$ cat src/rtl/oclib_async_serial_lanes_to_ready_valid.sv
// -----------------------------------------------------------------------------
// oclib_async_serial_lanes_to_ready_valid
//
// Receives words over Lanes independent 2-wire, 2-phase serial links and
// presents them as a ready/valid stream through a small FIFO.
//
// Each lane owns two wires. Toggling the low wire sends a 0 and toggling the
// high wire sends a 1. The lane answers on its inAck bit. The sender may put
// the next bit on the wires once inAck[l] == ^(lane wires). Word bits are
// spread round-robin across the lanes: lane l, slot k carries word bit
// l+k*Lanes. When MsbFirst is set, that bit index is mirrored.
//
// Ports
//   clock     : single clock
//   resetN    : asynchronous active-low reset
//   inData    : 2*Lanes async wires; lane l uses [2l+1:2l]
//   inAck     : per-lane 2-phase acknowledge
//   outData   : FIFO head word
//   outValid  : FIFO non-empty
//   outReady  : consumer takes the head word when outValid is high
//   outCount  : FIFO occupancy
// -----------------------------------------------------------------------------

// Per-lane receiver. It collects Width/Lanes bits into its own slice of the
// assembly register. The ack for the final slot is held back until the top
// level pushes the complete word. Holding that ack is the only way
// backpressure reaches the sender.
module oclib_async_serial_lanes_to_ready_valid_lane #(
   parameter int SlotW = 8,
   parameter int CntW  = 3
) (
   input  logic             clock,
   input  logic             resetN,
   input  logic             i_lock,   // resync ack to the wires, ignore traffic
   input  logic             i_push,   // word pushed: release final ack, restart
   input  logic [1:0]       i_sync,   // synchronized lane wires
   input  logic [1:0]       i_q,      // synchronized lane wires, one cycle older
   output logic             o_ack,
   output logic             o_done,   // final slot captured, waiting for push
   output logic [SlotW-1:0] o_bits
);

   localparam logic [CntW-1:0] LAST = CntW'(SlotW - 1);

   logic [CntW-1:0]  r_cnt;
   logic             r_done;
   logic             r_ack;
   logic [SlotW-1:0] r_bits;

   logic w_pending;
   logic w_bit;

   // A new bit is pending whenever the wire parity differs from our ack. A
   // pending bit is seen in the same cycle its wire changed, because every
   // earlier bit was acked at once. That lets the changed wire be found by
   // comparing against the one-cycle-older copy.
   assign w_pending = r_ack != ^i_sync;
   assign w_bit     = i_q[1] ^ i_sync[1];

   always_ff @(posedge clock or negedge resetN) begin
      if (!resetN) begin
         r_cnt  <= '0;
         r_done <= 1'b0;
         r_ack  <= 1'b0;
         r_bits <= '0;
      end else if (i_lock) begin
         // Traffic left pending from before reset must not look like a new bit.
         r_ack <= ^i_sync;
      end else if (i_push) begin
         r_ack  <= ~r_ack;
         r_cnt  <= '0;
         r_done <= 1'b0;
      end else if (w_pending && !r_done) begin
         r_bits[r_cnt] <= w_bit;
         if (r_cnt == LAST) begin
            r_done <= 1'b1;
         end else begin
            r_cnt <= r_cnt + 1'b1;
            r_ack <= ~r_ack;
         end
      end
   end

   assign o_ack  = r_ack;
   assign o_done = r_done;
   assign o_bits = r_bits;

endmodule

module oclib_async_serial_lanes_to_ready_valid #(
   parameter int Width      = 8,
   parameter int Lanes      = 1,
   parameter int Depth      = 2,
   parameter int SyncCycles = 3,
   parameter bit MsbFirst   = 1'b0
) (
   input  logic                       clock,
   input  logic                       resetN,
   input  logic [2*Lanes-1:0]         inData,
   output logic [Lanes-1:0]           inAck,
   output logic [Width-1:0]           outData,
   output logic                       outValid,
   input  logic                       outReady,
   output logic [$clog2(Depth+1)-1:0] outCount
);

   localparam int SlotW  = Width / Lanes;
   localparam int SCntW  = (SlotW > 1) ? $clog2(SlotW) : 1;
   localparam int PtrW   = (Depth > 1) ? $clog2(Depth) : 1;
   localparam int CountW = $clog2(Depth + 1);

   typedef enum logic {LOCK, RUN} state_t;

   // ---------------------------------------------------------------- sync
   // The synchronizer and the delayed copy are not reset. They only track
   // the wires, and the LOCK cycle after reset absorbs whatever they hold.
   logic [SyncCycles-1:0][2*Lanes-1:0] r_sync;
   logic [2*Lanes-1:0]                 r_inDataQ;
   logic [2*Lanes-1:0]                 w_inDataSync;

   always_ff @(posedge clock) begin
      r_sync[0] <= inData;
      for (int i = 1; i < SyncCycles; i++) r_sync[i] <= r_sync[i-1];
      r_inDataQ <= w_inDataSync;
   end

   assign w_inDataSync = r_sync[SyncCycles-1];

   // ----------------------------------------------------------------- fsm
   state_t r_state;
   logic   w_lock;

   always_ff @(posedge clock or negedge resetN) begin
      if (!resetN) r_state <= LOCK;
      else         r_state <= RUN;
   end

   assign w_lock = r_state == LOCK;

   // --------------------------------------------------------------- lanes
   logic [Lanes-1:0]            w_done;
   logic [Lanes-1:0][SlotW-1:0] w_bits;
   logic [Width-1:0]            w_word;
   logic                        w_push;
   logic                        w_pop;

   for (genvar l = 0; l < Lanes; l++) begin : g_lane
      oclib_async_serial_lanes_to_ready_valid_lane #(
         .SlotW (SlotW),
         .CntW  (SCntW)
      ) u_lane (
         .clock  (clock),
         .resetN (resetN),
         .i_lock (w_lock),
         .i_push (w_push),
         .i_sync (w_inDataSync[2*l +: 2]),
         .i_q    (r_inDataQ[2*l +: 2]),
         .o_ack  (inAck[l]),
         .o_done (w_done[l]),
         .o_bits (w_bits[l])
      );
      // Scatter the lane's slots into the word.
      for (genvar k = 0; k < SlotW; k++) begin : g_slot
         localparam int Idx = l + k * Lanes;
         localparam int Pos = MsbFirst ? (Width - 1 - Idx) : Idx;
         assign w_word[Pos] = w_bits[l][k];
      end
   end

   // ---------------------------------------------------------------- fifo
   // Free space is judged on the registered count alone. A pop in the same
   // cycle therefore never makes room for a push into a full FIFO.
   logic [Width-1:0]  r_mem [Depth];
   logic [PtrW-1:0]   r_wr;
   logic [PtrW-1:0]   r_rd;
   logic [CountW-1:0] r_count;

   function automatic logic [PtrW-1:0] f_next(input logic [PtrW-1:0] p);
      return (p == PtrW'(Depth - 1)) ? '0 : p + 1'b1;
   endfunction

   assign w_push = (&w_done) && (r_count < CountW'(Depth));
   assign w_pop  = outValid && outReady;

   always_ff @(posedge clock or negedge resetN) begin
      if (!resetN) begin
         r_wr    <= '0;
         r_rd    <= '0;
         r_count <= '0;
         for (int i = 0; i < Depth; i++) r_mem[i] <= '0;
      end else begin
         if (w_push) begin
            r_mem[r_wr] <= w_word;
            r_wr        <= f_next(r_wr);
         end
         if (w_pop) r_rd <= f_next(r_rd);
         if (w_push && !w_pop)      r_count <= r_count + 1'b1;
         else if (!w_push && w_pop) r_count <= r_count - 1'b1;
      end
   end

   assign outData  = r_mem[r_rd];
   assign outValid = r_count != '0;
   assign outCount = r_count;

endmodule

$ cat config.mk
export PLATFORM = sky130hd
export DESIGN_NAME = oclib_async_serial_lanes_to_ready_valid
export DESIGN_NICKNAME = d
export VERILOG_FILES = /design/src/rtl/oclib_async_serial_lanes_to_ready_valid.sv
export SDC_FILE = /design/constraint.sdc
export NUM_CORES = 1
export LEC_CHECK = 0
export ABC_AREA = 1
export CORE_MARGIN = 1.5
export CORE_UTILIZATION = 50
export CTS_BUF_LIST = sky130_fd_sc_hd__clkbuf_16
export CTS_CLUSTER_DIAMETER = 40
export DETAILED_ROUTE_END_ITERATION = 8
export PLACE_DENSITY = 0.73
export SYNTH_ARGS = -nofsm -noshare
export SYNTH_HDL_FRONTEND = slang
export SYNTH_SLANG_ARGS = --single-unit
$ cat constraint.sdc
create_clock -name clock -period 1.6 [get_ports clock]
set_clock_uncertainty 0.1 [all_clocks]
set_input_delay 0.16 -clock clock [delete_from_list [all_inputs] [get_ports clock]]
set_output_delay 0.16 -clock clock [all_outputs]
set_load 0.02 [all_outputs]
==> results.json, run 1 <==
{
  "drtIter0Drc": 80,
  "wire_per_inst_um": 10.79,
  "clk-insertion-delay-late_ns": 0.28,
  "grt_pass1_wl_mm": 5.851,
  "path_cells": "clkdlybuf4s50_1",
  "setup_viol": 0,
  "core_area_um2": 3416,
  "path_class": "register to primary output",
  "drc": 0,
  "fmax_mhz": 656.9,
  "fillers": 301,
  "power.leakage_nw": 1.122,
  "synth_area_leader_cell": "dfrtp_1",
  "cts_tree": "done",
  "routed_via_density": 4.787,
  "hp-class": "input port to async pin",
  "io_buffers": 16,
  "synth-seq-area-share_pct": 54.73,
  "power.density_nw_per_um2": 1851,
  "syn_nets": 218,
  "gr-total-overflow": 0,
  "post-route-period-util_pct": 95.15,
  "root_buffer": "clkbuf_16",
  "critPathArrivalTime_ns": 1.26,
  "synthFlopType": "dfrtp_1",
  "postSynthCellCount": 210,
  "grt_usage_pct": 18.76,
  "multiInputGateArea_um2": 695.7,
  "synthesis.area_um2": 1810,
  "area_growth_pct": 22.53,
  "r2r_slack_ns": 0.12,
  "synth_most_common_cell": "nand2_1",
  "grt_pass1_vias": 1337,
  "yosysWarnings": 0,
  "cp_slowest_cell": "clkdlybuf4s50_1",
  "r2r-start": "outCount[0]",
  "synth_top_area_share_pct": 46.99,
  "fin_nets": 243,
  "synth-edff-count": 0,
  "crit_path_max_incr_delay_ns": 0.60,
  "path_max_fanout": 3,
  "synth_seq_cells": 41,
  "r2r-end": "outCount[1]",
  "vias": 1350,
  "gp_congestion": 0.8272,
  "wl_mm": 3.043,
  "ys_async_sr_fraction_pct": 82.93,
  "die_y_um": 63.18,
  "antenna_found_initial": 0,
  "std_cell_rows": 21,
  "die_x_um": 63.18,
  "ios": 17,
  "crit_buf_inv": 1,
  "finalHoldWorstSlack_ns": 0.1514,
  "dp_slack_ns": 0.03115,
  "run_status": "finished clean",
  "hold_viol_final": 0,
  "min_period_ns": 1.522,
  "start_util_pct": 53.00,
  "rr_worst_depth": 7,
  "cts.sinks": 41,
  "maxSlewViolCount": 0,
  "layout-drive-gt1-share_pct": 14.41,
  "endpoint_kind": "primary output",
  "postSynthAreaPerCell_um2": 8.621,
  "path_clk_slew_ns": 0.06,
  "yosysUniqueCellTypes": 25,
  "rsz0062_at_grt": "no",
  "vdd_drop_max_mv": 0.9402,
  "grt_max_degree": 35,
  "regArea_um2": 993.5,
  "cp_top_family": "buffers and inverters",
  "required_ns": 1.34,
  "drt-pass1-iter-count": 4,
  "setup_ws_ns": 0.07760,
  "h-tree-depth": 2,
  "drtAntennaViolNets": 0,
  "dpl.hpwl_mm": 2.149,
  "fin_tns_setup_ns": 0,
  "antennaDiodeCount": 0,
  "die_area_um2": 3991,
  "synth.top_cells.by_count": "68 x nand2_1, 34 x dfrtp_1, 20 x inv_1, 12 x nand3_1, 11 x nor2_1",
  "cts_made_buffers": 5,
  "critPathLaunchType": "register",
  "post_cts_buffers": 0,
  "cap_viol_max_count": 0,
  "ys_top_cells_by_area": "dfrtp_1 47%, nand2_1 14%, dfxtp_1 7.7%, inv_1 4.1%, o21ai_2 3.9%",
  "ctsHoldBuffers": 0,
  "cts_buffer_depth": 2
}
[registers in the layout, summed over array words and instances, names as in the netlist]
| name | cells |
|---|---|
| r_inDataQ | 1 |
| r_sync | 4 |
| outCount | 2 |
| g_lane.u_lane.o_ack | 1 |
| r_mem | 16 |
| g_lane.u_lane.r_cnt | 3 |
| r_wr | 1 |
| g_lane.u_lane.o_done | 1 |
| r_state | 1 |
| g_lane.u_lane.o_bits | 8 |
| w_inDataSync | 2 |
| r_rd | 1 |
[report_power, final]
group | switching, W | leakage (nW) | internal (W)
sequential | 0.000229 | 0.500 | 0.00138
clock | 0.000370 | 0.0687 | 0.000563
combinational | 0.000930 | 0.554 | 0.000631
total | 0.00153 | 1.12 | 0.00258
[what timing repair did]
action,4_1_cts,5_1_grt
resized for setup,10,6
setup endpoints to repair,9,15
pin swaps,0,0
[worst max-delay path by stage]
stage                      startpoint          end  slack [ns]  depth (start not counted)
final                     outCount[0]  outCount[0]        0.08                          1
after CTS                 outCount[1]  outCount[1]        0.02                          1
after global placement       outReady  outCount[1]        0.04                          6
after detailed placement     outReady  outCount[1]        0.03                          6
after floorplan           outCount[0]  outCount[1]       0.003                          7
after global routing             r_rd   outData[0]       0.003                          4
[logic make-up (layout without fill, tap and decap cells)]
| logic type | count (synthesis) | count (layout) | share of synthesized area, % |
|---|---|---|---|
| other cells | 1 | 1 | 0.2071 |
| flops | 41 | 41 | 54.73 |
| fa+ha+maj | 3 | 3 | 2.073 |
| xor+xnor | 4 | 4 | 1.935 |
| buf+inv | 30 | 56 | 7.532 |
| compound gates | 28 | 28 | 9.399 |
| simple gates | 103 | 103 | 24.12 |
[through the flow]
| step | cells | power (W) | cell area (um^2) | utilization [%] |
|---|---|---|---|---|
| floorplan | 210 | 0.002685 | 1815 | - |
| global placement | 274 | 0.003208 | 2076 | 60.77 |
| detailed placement | 274 | 0.003259 | 2076 | 60.77 |
| CTS | 282 | 0.004132 | 2203 | 64.51 |
| global route | 282 | 0.004451 | 2218 | 64.95 |
| finish | 282 | 0.004106 | 2218 | 64.95 |
[cell type report]
class                      instances  share of cell area (%)
multi-input combinational        139                   31.36
timing repair buffer              25                   11.11
tap                               46                   2.594
sequential                        41                   44.78
clock buffer                       5                   5.640
clock inverter                     3                  0.5640
inverter                          23                   3.948
[metal layers]
metal	GRT usage (%)	share of wire, %	vias up	routed length [um]
li1	-	-	722	-
met3	5.893	3.4	5	102
met2	29.12	45	19	1360
met5	0	0	-	0
met4	9.511	2.4	0	73
met1	23.65	50	604	1507
[cells in the final DEF, fill, tap and decap left out, drive strengths merged]
master	count
or2	1
dlygate4sd2	9
nand3	12
dfrtp	34
xor2	3
a21oi	2
o21ai	26
clkdlybuf4s50	5
clkbuf	5
nor2	12
inv	22
dlymetal6s2s	2
nand2	69
xnor2	1
clkinv	4
ha	3
nand4	9
conb	1
dfxtp	7
buf	9
Note: power is estimated with default switching activity, not from simulation.
==> inputs of run 2 (changes only) <==
--- a/config.mk
+++ b/config.mk
@@ -11,7 +11,7 @@
 export CTS_BUF_LIST = sky130_fd_sc_hd__clkbuf_16
 export CTS_CLUSTER_DIAMETER = 40
 export DETAILED_ROUTE_END_ITERATION = 8
-export PLACE_DENSITY = 0.73
+export PLACE_DENSITY_LB_ADDON = 0.1
 export SYNTH_ARGS = -nofsm -noshare
 export SYNTH_HDL_FRONTEND = slang
 export SYNTH_SLANG_ARGS = --single-unit
==> run 2 against run 1 <==
Net effect: via count is 4.9% higher; worst hold slack better by 0.033 ns; critical path depth unchanged; largest power group unchanged; power rose by 3.3%; combinational power about the same; core utilization decreased by 0.70 points; fmax is 1.6% lower; largest cell class unchanged.
==> results.json, run 2 (synthesis results as in run 1) <==
{
  "h-tree-depth": 2,
  "gp_congestion": 0.7983,
  "wire_per_inst_um": 11.42,
  "crit_path_max_incr_delay_ns": 0.61,
  "grt_max_degree": 35,
  "cts_tree": "done",
  "cp_slowest_cell": "clkdlybuf4s50_1",
  "cap_viol_max_count": 0,
  "critPathLaunchType": "register",
  "grt_usage_pct": 18.40,
  "power.leakage_nw": 1.101,
  "maxSlewViolCount": 0,
  "fin_nets": 241,
  "critPathArrivalTime_ns": 1.29,
  "cts_made_buffers": 5,
  "endpoint_kind": "primary output",
  "clk-insertion-delay-late_ns": 0.28,
  "vdd_drop_max_mv": 0.9373,
  "drt-pass1-iter-count": 4,
  "largest_reg_flops": 16,
  "dp_slack_ns": -0.01115,
  "layout-drive-gt1-share_pct": 13.68,
  "start_util_pct": 53.00,
  "io_buffers": 16,
  "cts.sinks": 41,
  "drtIter0Drc": 48,
  "gr-total-overflow": 0,
  "post-route-period-util_pct": 96.66,
  "ios": 17,
  "min_period_ns": 1.546,
  "area_growth_pct": 21.22,
  "drtAntennaViolNets": 0,
  "path_cells": "clkdlybuf4s50_1",
  "ctsHoldBuffers": 0,
  "required_ns": 1.34,
  "die_y_um": 63.18,
  "regArea_um2": 993.5,
  "final_common_cell": "nand2_1",
  "cp_top_family": "buffers and inverters",
  "cts_buffer_depth": 2,
  "final_cell_area_um2": 2195,
  "grt_pass1_vias": 1340,
  "multiInputGateArea_um2": 688.2,
  "path_clk_slew_ns": 0.06,
  "final_core_util_pct": 64.25,
  "die_x_um": 63.18,
  "setup_ws_ns": 0.05350,
  "drc": 0,
  "total_power_w": 0.004241,
  "grt_pass1_wl_mm": 5.699,
  "routed_via_density": 5.057,
  "core_area_um2": 3416,
  "setup_viol": 0,
  "final_cell_mix": "66 x nand2_1, 32 x dfrtp_1, 19 x inv_1, 12 x nand3_1, 11 x nor2_1",
  "dpl.hpwl_mm": 2.261,
  "hold_viol_final": 0,
  "path_max_fanout": 3,
  "fmax_mhz": 646.6,
  "die_area_um2": 3991,
  "place_area_um2": 2036,
  "antennaDiodeCount": 0,
  "fillers": 291,
  "run_status": "finished clean",
  "vias": 1416,
  "path_class": "register to primary output",
  "std_cell_rows": 21,
  "regMostFlops": "r_mem",
  "hp-class": "input port to async pin",
  "crit_buf_inv": 1,
  "power.density_nw_per_um2": 1933,
  "wl_mm": 3.198,
  "root_buffer": "clkbuf_16",
  "antenna_found_initial": 0,
  "post_cts_buffers": 0
}
[run 2: area by class of cell]
class                           count  area share [%]
Clock buffer                        5           5.701
Clock inverter                      3           1.710
Tap cell                           46           2.623
Timing Repair Buffer               23           9.350
Sequential cell                    41           45.27
Inverter                           23           3.991
Multi-Input combinational cell    139           31.36
[run 2: what timing repair did]
action / CTS / global route
gates cloned: 0 / 0
gates resized for setup: 10 / 5
endpoints found under the setup margin: 9 / 15
endpoints found under the hold margin: 0 / 0
[run 2: per-stage QoR]
stage	TNS, ns	hold WS [ns]	std cells
finish	0	0.1841	280
global route	-0.004260	0.2212	280
floorplan	0	-0.2356	210
CTS	0	0.2053	280
detailed placement	-0.01115	0.2161	272
global placement	0	0.2142	272
[run 2: path summary, 6_finish.rpt]
| check | start | to | slack [ns] | cells after the start |
|---|---|---|---|---|
| max reg2reg | g_lane[0].u_lane.r_cnt[1] | g_lane[0].u_lane.r_cnt[2] | 0.11 | 6 |
| min in group clock | inData[1] | r_sync[1] | 0.22 | 1 |
| max | outCount[1] | outCount[1] | 0.05 | 1 |
| max in group asynchronous | resetN | outCount[1] | 0.89 | 2 |
| min | resetN | r_rd | 0.18 | 2 |
| min reg2reg | r_sync[2] | w_inDataSync[0] | 0.23 | 0 |
[run 2: power by group]
group / internal, W / switching [W] / total, W
clock: 0.000723 / 0.000356 / 0.00108
sequential: 0.00138 / 0.000240 / 0.00162
combinational: 0.000596 / 0.000943 / 0.00154
total: 0.00270 / 0.00154 / 0.00424
[run 2: routing by layer]
metal	up-vias	routed length, um	track usage [%]
li1	717	-	-
met1	675	1453	20.92
met2	19	1607	32.71
met3	5	100	5.357
met4	0	36	6.793
met5	-	0	0
